### src/rtl/bus_pkg.sv
// Shared address map and read-source select for the CPU byte-bus responder.
package bus_pkg;

    localparam logic [1:0]  IO_SEL    = 2'b11;
    localparam logic [17:0] ADDR_UART = 18'h30000;
    localparam logic [17:0] ADDR_CLK  = 18'h30004;

    typedef enum logic {
        SEL_RAM,
        SEL_IO
    } sel_e;

    function automatic logic [7:0] word_byte(input logic [31:0] w, input logic [1:0] idx);
        return w[{idx, 3'b000} +: 8];
    endfunction

endpackage

### src/rtl/byte_fifo.sv
// Byte FIFO with wrap-bit pointers; push and pop may coincide at any fill level.
module byte_fifo #(
    parameter int LOG = 3
) (
    input  logic         clk,
    input  logic         rst_n,
    input  logic         push,
    input  logic [7:0]   din,
    input  logic         pop,
    output logic [7:0]   dout,
    output logic         full,
    output logic         empty,
    output logic [LOG:0] count
);

    localparam int DEPTH = 1 << LOG;
    localparam logic [LOG:0] PTR_ONE = (LOG + 1)'(1);

    logic [7:0]   mem [DEPTH];
    logic [LOG:0] wr_ptr;
    logic [LOG:0] rd_ptr;
    logic         do_push;
    logic         do_pop;

    assign empty   = (wr_ptr == rd_ptr);
    assign full    = (wr_ptr[LOG] != rd_ptr[LOG]) && (wr_ptr[LOG-1:0] == rd_ptr[LOG-1:0]);
    assign count   = wr_ptr - rd_ptr;
    assign do_pop  = pop & ~empty;
    // A pop in the same cycle frees the slot, so a full FIFO still takes the push.
    assign do_push = push & (~full | do_pop);
    assign dout    = mem[rd_ptr[LOG-1:0]];

    always_ff @(posedge clk) begin
        if (!rst_n) begin
            wr_ptr <= '0;
            rd_ptr <= '0;
        end else begin
            if (do_push) wr_ptr <= wr_ptr + PTR_ONE;
            if (do_pop)  rd_ptr <= rd_ptr + PTR_ONE;
        end
    end

    always_ff @(posedge clk) begin
        if (do_push) mem[wr_ptr[LOG-1:0]] <= din;
    end

endmodule

### src/rtl/cpu_bus_responder.sv
// Slave end of the CPU byte bus: RAM/IO decode, UART FIFOs, cycle counter, stop flag.
// RESP_UART_RX_EN builds the RX FIFO behind the 0x30000 read port.
module cpu_bus_responder
    import bus_pkg::*;
#(
    parameter int RAM_AW  = 17,
    parameter int TXQ_LOG = 3,
    parameter int RXQ_LOG = 3
) (
    input  logic              clk_in,
    input  logic              rst_in,
    input  logic              rdy_in,
    input  logic [31:0]       bus_a,
    input  logic [7:0]        bus_wdata,
    input  logic              bus_wr,
    output logic [7:0]        bus_rdata,
    output logic              io_buffer_full,
    output logic [RAM_AW-1:0] ram_a,
    output logic              ram_we,
    output logic [7:0]        ram_wdata,
    input  logic [7:0]        ram_rdata,
    output logic [7:0]        tx_data,
    output logic              tx_valid,
    input  logic              tx_ready,
    input  logic [7:0]        rx_data,
    input  logic              rx_valid,
    output logic              prog_done
);

    localparam logic [TXQ_LOG:0] TX_NEAR_FULL = (TXQ_LOG + 1)'((1 << TXQ_LOG) - 1);

    logic [17:0]      addr;
    logic             io;
    logic             rd_acc;
    logic             wr_acc;
    logic             uart_hit;
    logic             clk_hit;
    logic             clk_exact;
    logic [7:0]       io_rd_val;
    logic [7:0]       rx_rd_val;
    sel_e             sel_q;
    logic [7:0]       io_rdata_q;
    logic             rd_live_q;
    logic [31:0]      cycle_cnt;
    logic [31:0]      cnt_snap;
    logic             tx_push;
    logic [7:0]       tx_din;
    logic             tx_full;
    logic             tx_empty;
    logic [TXQ_LOG:0] tx_count;

    assign addr      = bus_a[17:0];
    assign io        = (addr[17:16] == IO_SEL);
    assign rd_acc    = rdy_in & ~bus_wr;
    assign wr_acc    = rdy_in & bus_wr;
    assign uart_hit  = (addr == ADDR_UART);
    assign clk_exact = (addr == ADDR_CLK);
    assign clk_hit   = (addr[17:2] == ADDR_CLK[17:2]);

    assign ram_a     = bus_a[RAM_AW-1:0];
    assign ram_we    = wr_acc & ~io;
    assign ram_wdata = bus_wdata;

    // The stop write pushes a NUL marker, bypassing the zero filter on UART writes.
    assign tx_push = wr_acc & io & ((uart_hit & (bus_wdata != 8'h00)) | clk_exact);
    assign tx_din  = clk_exact ? 8'h00 : bus_wdata;

    byte_fifo #(.LOG(TXQ_LOG)) u_tx_fifo (
        .clk   (clk_in),
        .rst_n (rst_in),
        .push  (tx_push),
        .din   (tx_din),
        .pop   (tx_valid & tx_ready),
        .dout  (tx_data),
        .full  (tx_full),
        .empty (tx_empty),
        .count (tx_count)
    );

    assign tx_valid       = ~tx_empty;
    assign io_buffer_full = tx_full | (tx_count >= TX_NEAR_FULL);

`ifdef RESP_UART_RX_EN
    logic [7:0]       rx_dout;
    logic             rx_full;
    logic             rx_empty;
    logic [RXQ_LOG:0] rx_count;

    byte_fifo #(.LOG(RXQ_LOG)) u_rx_fifo (
        .clk   (clk_in),
        .rst_n (rst_in),
        .push  (rx_valid),
        .din   (rx_data),
        .pop   (rd_acc & io & uart_hit),
        .dout  (rx_dout),
        .full  (rx_full),
        .empty (rx_empty),
        .count (rx_count)
    );

    assign rx_rd_val = rx_empty ? 8'h00 : rx_dout;

    logic unused_bits;
    assign unused_bits = &{1'b0, bus_a[31:18], rx_full, rx_count};
`else
    assign rx_rd_val = 8'h00;

    logic unused_bits;
    assign unused_bits = &{1'b0, bus_a[31:18], rx_data, rx_valid};
`endif

    // Byte 0 comes from the live counter at the moment it is snapshotted.
    always_comb begin
        io_rd_val = 8'h00;
        if (uart_hit) begin
            io_rd_val = rx_rd_val;
        end else if (clk_hit) begin
            io_rd_val = clk_exact ? cycle_cnt[7:0] : word_byte(cnt_snap, addr[1:0]);
        end
    end

    always_ff @(posedge clk_in) begin
        if (!rst_in) begin
            sel_q      <= SEL_RAM;
            io_rdata_q <= 8'h00;
            rd_live_q  <= 1'b0;
        end else if (rd_acc) begin
            sel_q      <= io ? SEL_IO : SEL_RAM;
            io_rdata_q <= io ? io_rd_val : 8'h00;
            rd_live_q  <= 1'b1;
        end
    end

    // Until the first read after reset there is no RAM data worth forwarding.
    assign bus_rdata = !rd_live_q        ? 8'h00 :
                       (sel_q == SEL_IO) ? io_rdata_q : ram_rdata;

    always_ff @(posedge clk_in) begin
        if (!rst_in) begin
            cycle_cnt <= 32'h0;
            cnt_snap  <= 32'h0;
            prog_done <= 1'b0;
        end else begin
            if (!prog_done)               cycle_cnt <= cycle_cnt + 32'h1;
            if (rd_acc & io & clk_exact)  cnt_snap  <= cycle_cnt;
            if (wr_acc & io & clk_exact)  prog_done <= 1'b1;
        end
    end

endmodule

### config.mk
export PLATFORM = sky130hd
export DESIGN_NAME = cpu_bus_responder
export DESIGN_NICKNAME = d
export VERILOG_FILES = /design/src/rtl/bus_pkg.sv /design/src/rtl/byte_fifo.sv /design/src/rtl/cpu_bus_responder.sv
export SDC_FILE = /design/constraint.sdc
export NUM_CORES = 1
export LEC_CHECK = 0
export CORE_MARGIN = 3
export CORE_UTILIZATION = 41
export CTS_CLUSTER_SIZE = 25
export DETAILED_ROUTE_END_ITERATION = 12
export SLEW_MARGIN = 5
export SYNTH_ARGS = -nofsm -noshare
export SYNTH_HDL_FRONTEND = slang
export SYNTH_SLANG_ARGS = --single-unit
### constraint.sdc
create_clock -name clk_in -period 7.9 [get_ports clk_in]
set_input_delay 0.79 -clock clk_in [delete_from_list [all_inputs] [get_ports clk_in]]
set_output_delay 0.79 -clock clk_in [all_outputs]
set_load 0.05 [all_outputs]
==> results of run 1 <==
-- power groups by stage --
| stage | logic, µW | registers (µW) | clock network, µW |
|---|---|---|---|
| 2_1_floorplan | 68.7 | 786 | 0 |
| 3_3_place_gp | 104 | 788 | 0 |
| 4_1_cts | 106 | 772 | 712 |
| 3_5_place_dp | 106 | 788 | 0 |
| 5_1_grt | 111 | 772 | 741 |
| 6_report | 105 | 772 | 699 |
-- per-stage QoR --
stage               instances  setup slack, ns  instance area [µm²]  hold WS [ns]  total power [µW]
global placement          828             3.97                 7480         0.442               891
finish                    860             4.01                 7990         0.454              1580
detailed placement        828             3.93                 7480         0.448               893
CTS                       860             3.90                 7990         0.456              1590
global route              860             3.76                 7990         0.471              1620
floorplan                 584             4.77                 6660         0.425               855
-- tightest hold or removal path: stages, from the launching register on --
cell	delay, ns
dfxtp_1	0.30
nand2_1	0.05
mux2i_1	0.05
-- flip-flops by register name, summed over array words and instances, names as in the netlist, named ones only --
name,flops
u_tx_fifo.mem,64
sel_q,1
cycle_cnt,32
u_tx_fifo.rd_ptr,4
u_tx_fifo.wr_ptr,4
io_rdata_q,8
cnt_snap,24
rd_live_q,1
prog_done,1
-- synth_stat cells, types with 7 or more instances --
cell type,count
a21oi_1,19
mux2i_1,48
nor3_1,14
nor4_1,9
nor2_1,28
or4_1,14
mux2_2,8
inv_1,8
xor2_1,8
clkbuf_1,23
nor2b_1,10
o21ai_0,10
nand3_1,10
dfxtp_1,78
edfxtp_1,64
xnor2_1,7
and4_1,7
nand2_1,78
buf_4,25
nand4_1,12
mux4_2,20
nand2b_1,12
o31ai_1,16
-- logic make-up (layout without fill, tap and decap cells) --
family | Yosys count | after routing
simple gates | 220 | 220
xor+xnor | 15 | 15
flops | 142 | 142
fa+ha+maj | 7 | 7
compound gates | 54 | 54
buf+inv | 70 | 135
mux | 76 | 76
-- metal layers --
layer,vias up,routed length [µm],GRT usage (%),share of wire (%)
met4,0,149,4.80,1.0
li1,2234,-,-,-
met3,11,773,4.72,5.3
met1,2283,6980,23.3,48
met5,-,0,0,0
met2,108,6780,25.6,46
-- layout make-up --
cell class	instances	area [µm²]
Timing Repair Buffer	94	908
Tap cell	211	264
Inverter	9	33.8
Clock inverter	8	42.5
Fill cell	1418	7550
Sequential cell	142	3480
Clock buffer	24	473
Multi-Input combinational cell	372	2790
-- path summary, 6_finish.rpt --
check,slack [ns],depth (start not counted),endpoint,from
min reg2reg,0.45,2,cnt_snap[15]$_SDFFE_PN0P_,cnt_snap[15]$_SDFFE_PN0P_
min,0.45,2,cnt_snap[15]$_SDFFE_PN0P_,cnt_snap[15]$_SDFFE_PN0P_
max,4.01,3,tx_data[5],flip-flop
max reg2reg,4.57,7,u_tx_fifo.mem[2][6]$_DFFE_PP_,u_tx_fifo.wr_ptr[0]$_SDFFE_PN0P_
==> qor.yml, run 1 <==
placed_design:
  dp_hpwl_um: 10300
  io_buffers: 83
  routabilityCongestion: 0.763
clock_network:
  postCtsHoldBufs: 0
  cts_tree: "done"
  postCtsSetupRepairBufs: 0
  clkSinkCount: 142
  clockRootBuffer: "clkbuf_16"
  cts_htree_levels: 4
  cts_buffers: 17
  cts_buffer_depth: 2
  ctsResizeCount: 0
  cts.clk_slew.worst_paths_ns: 0.06
  clock_latency_ns: 0.42
global_routing:
  grt_pass1_vias: 4432
  grt_pass1_wl_um: 23300
  grt_use_total_pct: 16.7
  grt_overflow_total: 0
  grt_max_degree: 68
  antenna_found_initial: 0
critical_path:
  crit_required_ns: 7.11
  crit_path_top_delay_cell: "dfxtp_1"
  start_kind: "flip-flop"
  path_cells: "mux4_2 > mux2_2 > clkdlybuf4s50_1"
  cp_max_fo: 16
  path_buf_inv: 1
  end_kind: "output pin"
  crit_type: "flip-flop to output pin"
  arrival_ns: 3.10
  critical_path.max_stage_delay_ns: 1.07
  critical_path.top_delay_family: "flip-flops"
timing:
  finalCritPeriodShare_pct: 49.2
  rsz0062_at_grt: "false"
  worst-slew-pin-transition_ns: 1.13
  setup_viol: 0
  fmax_mhz: 257
  fin_skew_ns: 0.00616
  hold_violations: 0
  slew_viol_final: 0
  totalNegativeSetupSlack_ns: 0
  finalCriticalPeriod_ns: 3.89
  relSlewSlack_pct: 24.7
worst_hold_path:
  hold_class: "flip-flop to flip-flop"
yosys:
  synth_edf_count: 64
  synth-simple-area-share_pct: 18.0
  synthMuxAreaShare_pct: 15.3
  synth-xor-area-share_pct: 1.97
  synth_compound_area_share_pct: 5.09
  syn_inst: 584
  synth_top_area_share_pct: 28.9
  syn_area_per_cell_um2: 11.4
  ys_seq_elements: 142
  synth_top_area_cell: "edfxtp_1"
  ys_types: 46
  async_flop_share_pct: 0
  synthFlopType: "dfxtp_1"
  syn_area_mm2: 0.00666
  ys_seq_area_share_pct: 52.3
  synth_fp_nets: 653
  synth_warnings: 0
  synth_adder_area_share_pct: 1.43
  ys_top_cells_by_area: "edfxtp_1, dfxtp_1, mux2i_1, mux4_2, nand2_1"
  synth_top_family_by_area: "simple AND/OR/NAND/NOR gates"
power_and_ir_drop:
  switchingPower_uw: 352
  powerDensity_mw_per_mm2: 197
  vdd_ir_drop_max_uv: 151
  p_sw_share_pct: 22.3
  p_leak_uw: 0.00261
  clkPwrFrac_pct: 44.3
  pwr-share-comb_pct: 6.7
  seqPwrFrac_pct: 49.0
  p_int_uw: 1220
floorplanning:
  fp.dieH_um: 133
  row_count: 45
  die_w_um: 133
  die_area_mm2: 0.0178
  coreArea_mm2: 0.0155
  ios: 107
  start_util_pct: 42.8
drt:
  ant_nets: 0
  wirelength_um: 14700
  vias: 4636
  avgRoutedWirePerCell_um: 17.1
  drc: 0
  drt_iter0_drc: 322
  routed_via_density: 5.39
  drt_first_pass_iters: 4
final_layout:
  nets: 705
  final_common_cell: "clkdlybuf4s50_1"
  final_util_pct: 51.4
  final_cell_mix: "clkdlybuf4s50_1, nand2_1, dfxtp_1, edfxtp_1, mux2i_1"
  insertedDiodeCount: 0
  synthToLayoutAreaGrowth_pct: 20.1
  drive_gt1_share_pct: 11.2
flow_run:
  drv_cap: 0
status:
  outcome: "finished clean"
(Power assumes the default switching activity.)
==> inputs of run 2 (changes only) <==
==> constraint.sdc (replaced) <==
create_clock -name clk_in -period 3.7 [get_ports clk_in]
set_input_delay 0.37 -clock clk_in [delete_from_list [all_inputs] [get_ports clk_in]]
set_output_delay 0.37 -clock clk_in [all_outputs]
set_load 0.05 [all_outputs]
==> qor.yml, run 2 (synthesized netlist as in run 1, its figures left out) <==
status:
  outcome: "finished clean"  # unchanged
floorplanning:
  start_util_pct: 42.8  # unchanged
  ios: 107  # unchanged
  fp.dieH_um: 133  # unchanged
  row_count: 45  # unchanged
  coreArea_mm2: 0.0155  # unchanged
  die_area_mm2: 0.0178  # unchanged
  die_w_um: 133  # unchanged
clock_network:
  postCtsHoldBufs: 0  # unchanged
  postCtsSetupRepairBufs: 0  # unchanged
  clock_latency_ns: 0.42  # about the same
  cts.clk_slew.worst_paths_ns: 0.06  # about the same
  cts_htree_levels: 4  # unchanged
  clkSinkCount: 142  # unchanged
  cts_buffers: 17  # unchanged
  ctsResizeCount: 0  # unchanged
  cts_tree: "done"  # unchanged
  clockRootBuffer: "clkbuf_16"  # unchanged
  cts_buffer_depth: 2  # unchanged
timing:
  fmax_mhz: 305
  slew_viol_final: 0  # unchanged
  fin_skew_ns: 0.00691  # was 0.00616 ns
  hold_violations: 0  # unchanged
  finalCritPeriodShare_pct: 88.6
  whs_ns: 0.275  # was 0.454 ns
  rsz0062_at_grt: "false"  # unchanged
  worst-slew-pin-transition_ns: 1.04  # was 1.13 ns
  setup_viol: 0  # unchanged
  totalNegativeSetupSlack_ns: 0  # unchanged
  relSlewSlack_pct: 30.8  # was 24.7%
  finalCriticalPeriod_ns: 3.28
drt:
  routed_via_density: 5.39  # about the same
  avgRoutedWirePerCell_um: 17.5  # was 17.1 µm
  drc: 0  # unchanged
  wirelength_um: 15200  # was 14,700 µm
  vias: 4669  # was 4,636
  drt_iter0_drc: 246  # was 322
  ant_nets: 0  # unchanged
  drt_first_pass_iters: 5  # was 4
final_layout:
  drive_gt1_share_pct: 12.4  # was 11.2%
  largest_reg_flops: 64  # unchanged
  insertedDiodeCount: 0  # unchanged
  final_cell_mix: "clkdlybuf4s50_1, nand2_1, dfxtp_1, edfxtp_1, mux2i_1"  # unchanged
  final_common_cell: "clkdlybuf4s50_1"  # unchanged
  final_util_pct: 52.6  # was 51.4%
  nets: 711  # was 705
  synthToLayoutAreaGrowth_pct: 22.7  # was 20.1%
global_routing:
  grt_pass1_vias: 4604  # was 4,432
  grt_max_degree: 64  # was 68
  grt_use_total_pct: 17.4  # was 16.7%
  antenna_found_initial: 0  # unchanged
  grt_pass1_wl_um: 24300  # was 23,300 µm
  grt_overflow_total: 0  # unchanged
power_and_ir_drop:
  clkPwrFrac_pct: 49.9  # was 44.3%
  p_int_uw: 2980  # was 1220 µW
  p_leak_uw: 0.00270  # was 0.00261 µW
  p_sw_share_pct: 20.6  # was 22.3%
  powerDensity_mw_per_mm2: 459  # was 197 mW/mm²
  pwr-share-comb_pct: 6.1  # was 6.7%
  seqPwrFrac_pct: 43.9  # was 49.0%
  vdd_ir_drop_max_uv: 303  # was 151 µV
  switchingPower_uw: 774  # was 352 µW
placed_design:
  io_buffers: 83  # unchanged
  routabilityCongestion: 0.780  # was 0.763
  dp_hpwl_um: 10600  # was 10,300 µm
critical_path:
  start_kind: "flip-flop"  # unchanged
  arrival_ns: 2.91  # was 3.10 ns
  crit_required_ns: 3.33  # was 7.11 ns
  cp_max_fo: 8  # was 16
  crit_type: "flip-flop to output pin"  # unchanged
  end_kind: "output pin"  # unchanged
flow_run:
  drv_cap: 0  # unchanged
worst_hold_path:
  hold_class: "input pin to flip-flop"  # was flip-flop to flip-flop
-- run 2: cell count changes in the layout (fill, tap and decap cells not counted), sizes merged --
cell,change
clkbuf,-7
buf,+6
bufinv,+6
clkinv,+2
clkinvlp,-1
-- run 2: final cells by class --
class | count | area, µm²
clock buffers | 17 | 425
clock inverters | 15 | 224
fillers | 1365 | 7370
inverters | 9 | 33.8
multi-input cells | 372 | 2790
flip-flops and latches | 142 | 3480
well taps | 211 | 264
repair buffers | 100 | 953
-- run 2: routing by layer --
layer  up-vias  GRT usage, %  wire (µm)
met1      2287          23.1       6950
li1       2235             -          -
met3        20          4.27        824
met4         0          6.51        269
met2       127          27.8       7150
met5         -             0          0
-- run 2: power by group through the flow --
stage	registers, µW	logic [µW]	clock network (µW)
after global placement	1680	227	0
final	1650	230	1870
after floorplan	1680	147	0
after CTS	1650	232	1910
after detailed placement	1680	231	0
after global routing	1650	244	1970
-- run 2: critical path, cell delays in order, from the launching register on --
cell and delay (ns):
dfxtp_1 0.49, inv_1 0.20, ha_1 0.35, nand3_1 0.16, and4_1 0.21, o21ai_0 0.23
clkdlybuf4s50_1 0.85
-- run 2: final timing paths --
kind                                    startpoint                       endpoint  depth (start not counted)  slack [ns]
setup / recovery  u_tx_fifo.wr_ptr[0]$_SDFFE_PN0P_                 io_buffer_full                          6        0.42
hold / removal                              rst_in         prog_done$_SDFFE_PN0P_                          2        0.28
setup reg to reg  u_tx_fifo.wr_ptr[0]$_SDFFE_PN0P_  u_tx_fifo.mem[2][6]$_DFFE_PP_                          6        0.49
hold reg to reg         io_rdata_q[0]$_SDFFE_PN0P_     io_rdata_q[0]$_SDFFE_PN0P_                          2        0.45
-- run 2: through the flow --
| stage | instances | worst slack, ns | power (µW) | instance area [µm²] |
|---|---|---|---|---|
| floorplan | 584 | 0.760 | 1820 | 6660 |
| global placement | 834 | 0.401 | 1910 | 7520 |
| detailed placement | 834 | 0.383 | 1910 | 7520 |
| CTS | 866 | 0.398 | 3790 | 8170 |
| global route | 866 | 0.200 | 3860 | 8170 |
| finish | 866 | 0.422 | 3750 | 8170 |
==> inputs of run 3 (changes only) <==
--- a/config.mk
+++ b/config.mk
@@ -5,10 +5,12 @@
 export SDC_FILE = /design/constraint.sdc
 export NUM_CORES = 1
 export LEC_CHECK = 0
+export CAP_MARGIN = 10
 export CORE_MARGIN = 3
 export CORE_UTILIZATION = 41
 export CTS_CLUSTER_SIZE = 25
 export DETAILED_ROUTE_END_ITERATION = 12
+export SETUP_SLACK_MARGIN = 0.5
 export SLEW_MARGIN = 5
 export SYNTH_ARGS = -nofsm -noshare
 export SYNTH_HDL_FRONTEND = slang
==> qor.yml, run 3 (synthesized netlist as in run 1, its figures left out) <==
timing:
  totalNegativeSetupSlack_ns: 0  # unchanged
  slew_viol_final: 0  # unchanged
  finalCritPeriodShare_pct: 86.8  # was 88.6%
  worst-slew-pin-transition_ns: 1.04  # unchanged
  finalCriticalPeriod_ns: 3.21  # was 3.28 ns
  hold_violations: 0  # unchanged
  relSlewSlack_pct: 30.8  # unchanged
  rsz0062_at_grt: "true"  # was false
  fmax_mhz: 311  # was 305 MHz
  fin_skew_ns: 0.00691  # unchanged
  setup_viol: 0  # unchanged
clock_network:
  clockRootBuffer: "clkbuf_16"  # unchanged
  postCtsSetupRepairBufs: 0  # unchanged
  cts_buffers: 17  # unchanged
  cts_buffer_depth: 2  # unchanged
  clock_latency_ns: 0.42  # about the same
  cts.clk_slew.worst_paths_ns: 0.06  # about the same
  cts_htree_levels: 4  # unchanged
  postCtsHoldBufs: 0  # unchanged
  cts_tree: "done"  # unchanged
  clkSinkCount: 142  # unchanged
worst_hold_path:
  hold_class: "input pin to flip-flop"  # unchanged
  min_to: "prog_done$_SDFFE_PN0P_"  # unchanged
  min_path_cells: 2  # unchanged
  min-delay-start: "rst_in"  # unchanged
final_layout:
  multiInputGateArea_mm2: 0.00279  # unchanged
  ff_latch_area_mm2: 0.00348  # unchanged
  drive_gt1_share_pct: 12.4  # unchanged
  insertedDiodeCount: 0  # unchanged
  final_cell_mix: "clkdlybuf4s50_1, nand2_1, dfxtp_1, edfxtp_1, mux2i_1"  # unchanged
  synthToLayoutAreaGrowth_pct: 22.7  # about the same
  layout.cells.non_filler: 866  # unchanged
  final_common_cell: "clkdlybuf4s50_1"  # unchanged
  largest_reg_flops: 64  # unchanged
  nets: 711  # unchanged
  fill_cells: 1366  # was 1,365
floorplanning:
  die_area_mm2: 0.0178  # unchanged
  die_w_um: 133  # unchanged
  start_util_pct: 42.8  # unchanged
  coreArea_mm2: 0.0155  # unchanged
  fp.dieH_um: 133  # unchanged
  ios: 107  # unchanged
  row_count: 45  # unchanged
global_routing:
  grt_use_total_pct: 17.4  # unchanged
  grt_max_degree: 64  # unchanged
  grt_overflow_total: 0  # unchanged
  grt_pass1_vias: 4604  # unchanged
  antenna_found_initial: 0  # unchanged
  grt_pass1_wl_um: 24300  # unchanged
drt:
  wirelength_um: 15200  # unchanged
  vias: 4669  # unchanged
  avgRoutedWirePerCell_um: 17.5  # unchanged
  drt_first_pass_iters: 5  # unchanged
  ant_nets: 0  # unchanged
  routed_via_density: 5.39  # unchanged
  drc: 0  # unchanged
  drt_iter0_drc: 246  # unchanged
critical_path:
  rr_endpoint: "u_tx_fifo.mem[2][6]$_DFFE_PP_"  # unchanged
  end_kind: "flip-flop"  # was output pin
  crit_required_ns: 3.73  # was 3.33 ns
  arrival_ns: 3.25  # was 2.91 ns
  crit_type: "flip-flop to flip-flop"  # was flip-flop to output pin
  r2r-start: "u_tx_fifo.wr_ptr[0]$_SDFFE_PN0P_"  # unchanged
  cp_max_fo: 8  # unchanged
  rr_worst_depth: 6  # unchanged
  rrSetupSlack_ns: 0.49  # about the same
  start_kind: "flip-flop"  # unchanged
status:
  outcome: "finished clean"  # unchanged
power_and_ir_drop:
  vdd_ir_drop_max_uv: 303  # unchanged
  p_leak_uw: 0.00271  # was 0.00270 µW
  powerDensity_mw_per_mm2: 459  # about the same
  p_total_uw: 3750  # unchanged
placed_design:
  routabilityCongestion: 0.780  # unchanged
  dpl.cell_count: 834  # unchanged
  io_buffers: 83  # unchanged
  dp_hpwl_um: 10600  # unchanged
flow_run:
  drv_cap: 0  # unchanged
[run 3: changes by cell type in the layout (fill, tap and decap cells not counted), sizes merged]
cell / delta
dlygate4sd2: +1
clkdlybuf4s50: -1
[run 3: repair_timing]
action,in CTS,in global routing
pin swaps,0,0
setup endpoints to repair,17,16
gates resized for setup,1,0
[run 3: stage by stage]
step	setup slack (ns)	utilization (%)	cell area, µm²	hold slack [ns]
floorplan	0.760	-	6660	0.425
global placement	0.401	48.4	7520	0.442
detailed placement	0.383	48.4	7520	0.441
CTS	0.460	52.6	8170	0.260
global route	0.295	52.6	8170	0.290
finish	0.487	52.6	8170	0.275
[run 3: final cells by class]
type | count | share of cell area, %
multi-input combinational | 372 | 34.1
clock inverter | 15 | 2.74
timing repair buffer | 100 | 11.7
clock buffer | 17 | 5.21
sequential | 142 | 42.6
tap | 211 | 3.23
inverter | 9 | 0.414
[run 3: how the worst max path moves through the flow]
stage / from / to / slack (ns) / depth (start not counted)
floorplan: u_tx_fifo.wr_ptr[0]$_SDFFE_PN0P_ / u_tx_fifo.mem[0][0]$_DFFE_PP_ / 0.76 / 7
global placement: bus_a[11] / u_tx_fifo.mem[2][1]$_DFFE_PP_ / 0.40 / 5
detailed placement: bus_a[11] / u_tx_fifo.mem[3][2]$_DFFE_PP_ / 0.38 / 5
CTS: u_tx_fifo.wr_ptr[0]$_SDFFE_PN0P_ / u_tx_fifo.mem[3][3]$_DFFE_PP_ / 0.46 / 6
global route: u_tx_fifo.wr_ptr[0]$_SDFFE_PN0P_ / u_tx_fifo.mem[3][2]$_DFFE_PP_ / 0.30 / 6
finish: u_tx_fifo.wr_ptr[0]$_SDFFE_PN0P_ / u_tx_fifo.mem[2][6]$_DFFE_PP_ / 0.49 / 6
[run 3: critical path, stage by stage (launching register included)]
cell,delay [ns]
dfxtp_1,0.49
inv_1,0.20
ha_1,0.34
nand3_1,0.18
nor3_1,0.14
or4_1,0.59
nor4b_2,0.89
[run 3: layer usage]
| metal | routed length [µm] | part of all wire (%) | global-route usage (%) |
|---|---|---|---|
| met1 | 6950 | 46 | 23.1 |
| met2 | 7150 | 47 | 27.8 |
| met3 | 823 | 5.4 | 4.27 |
| met4 | 269 | 1.8 | 6.51 |
| met5 | 0 | 0 | 0 |
[run 3: power by group]
group / internal, µW / switching, µW / total, µW
clock: 1250 / 626 / 1870
sequential: 1640 / 6.92 / 1650
combinational: 88.8 / 141 / 230
total: 2980 / 774 / 3750
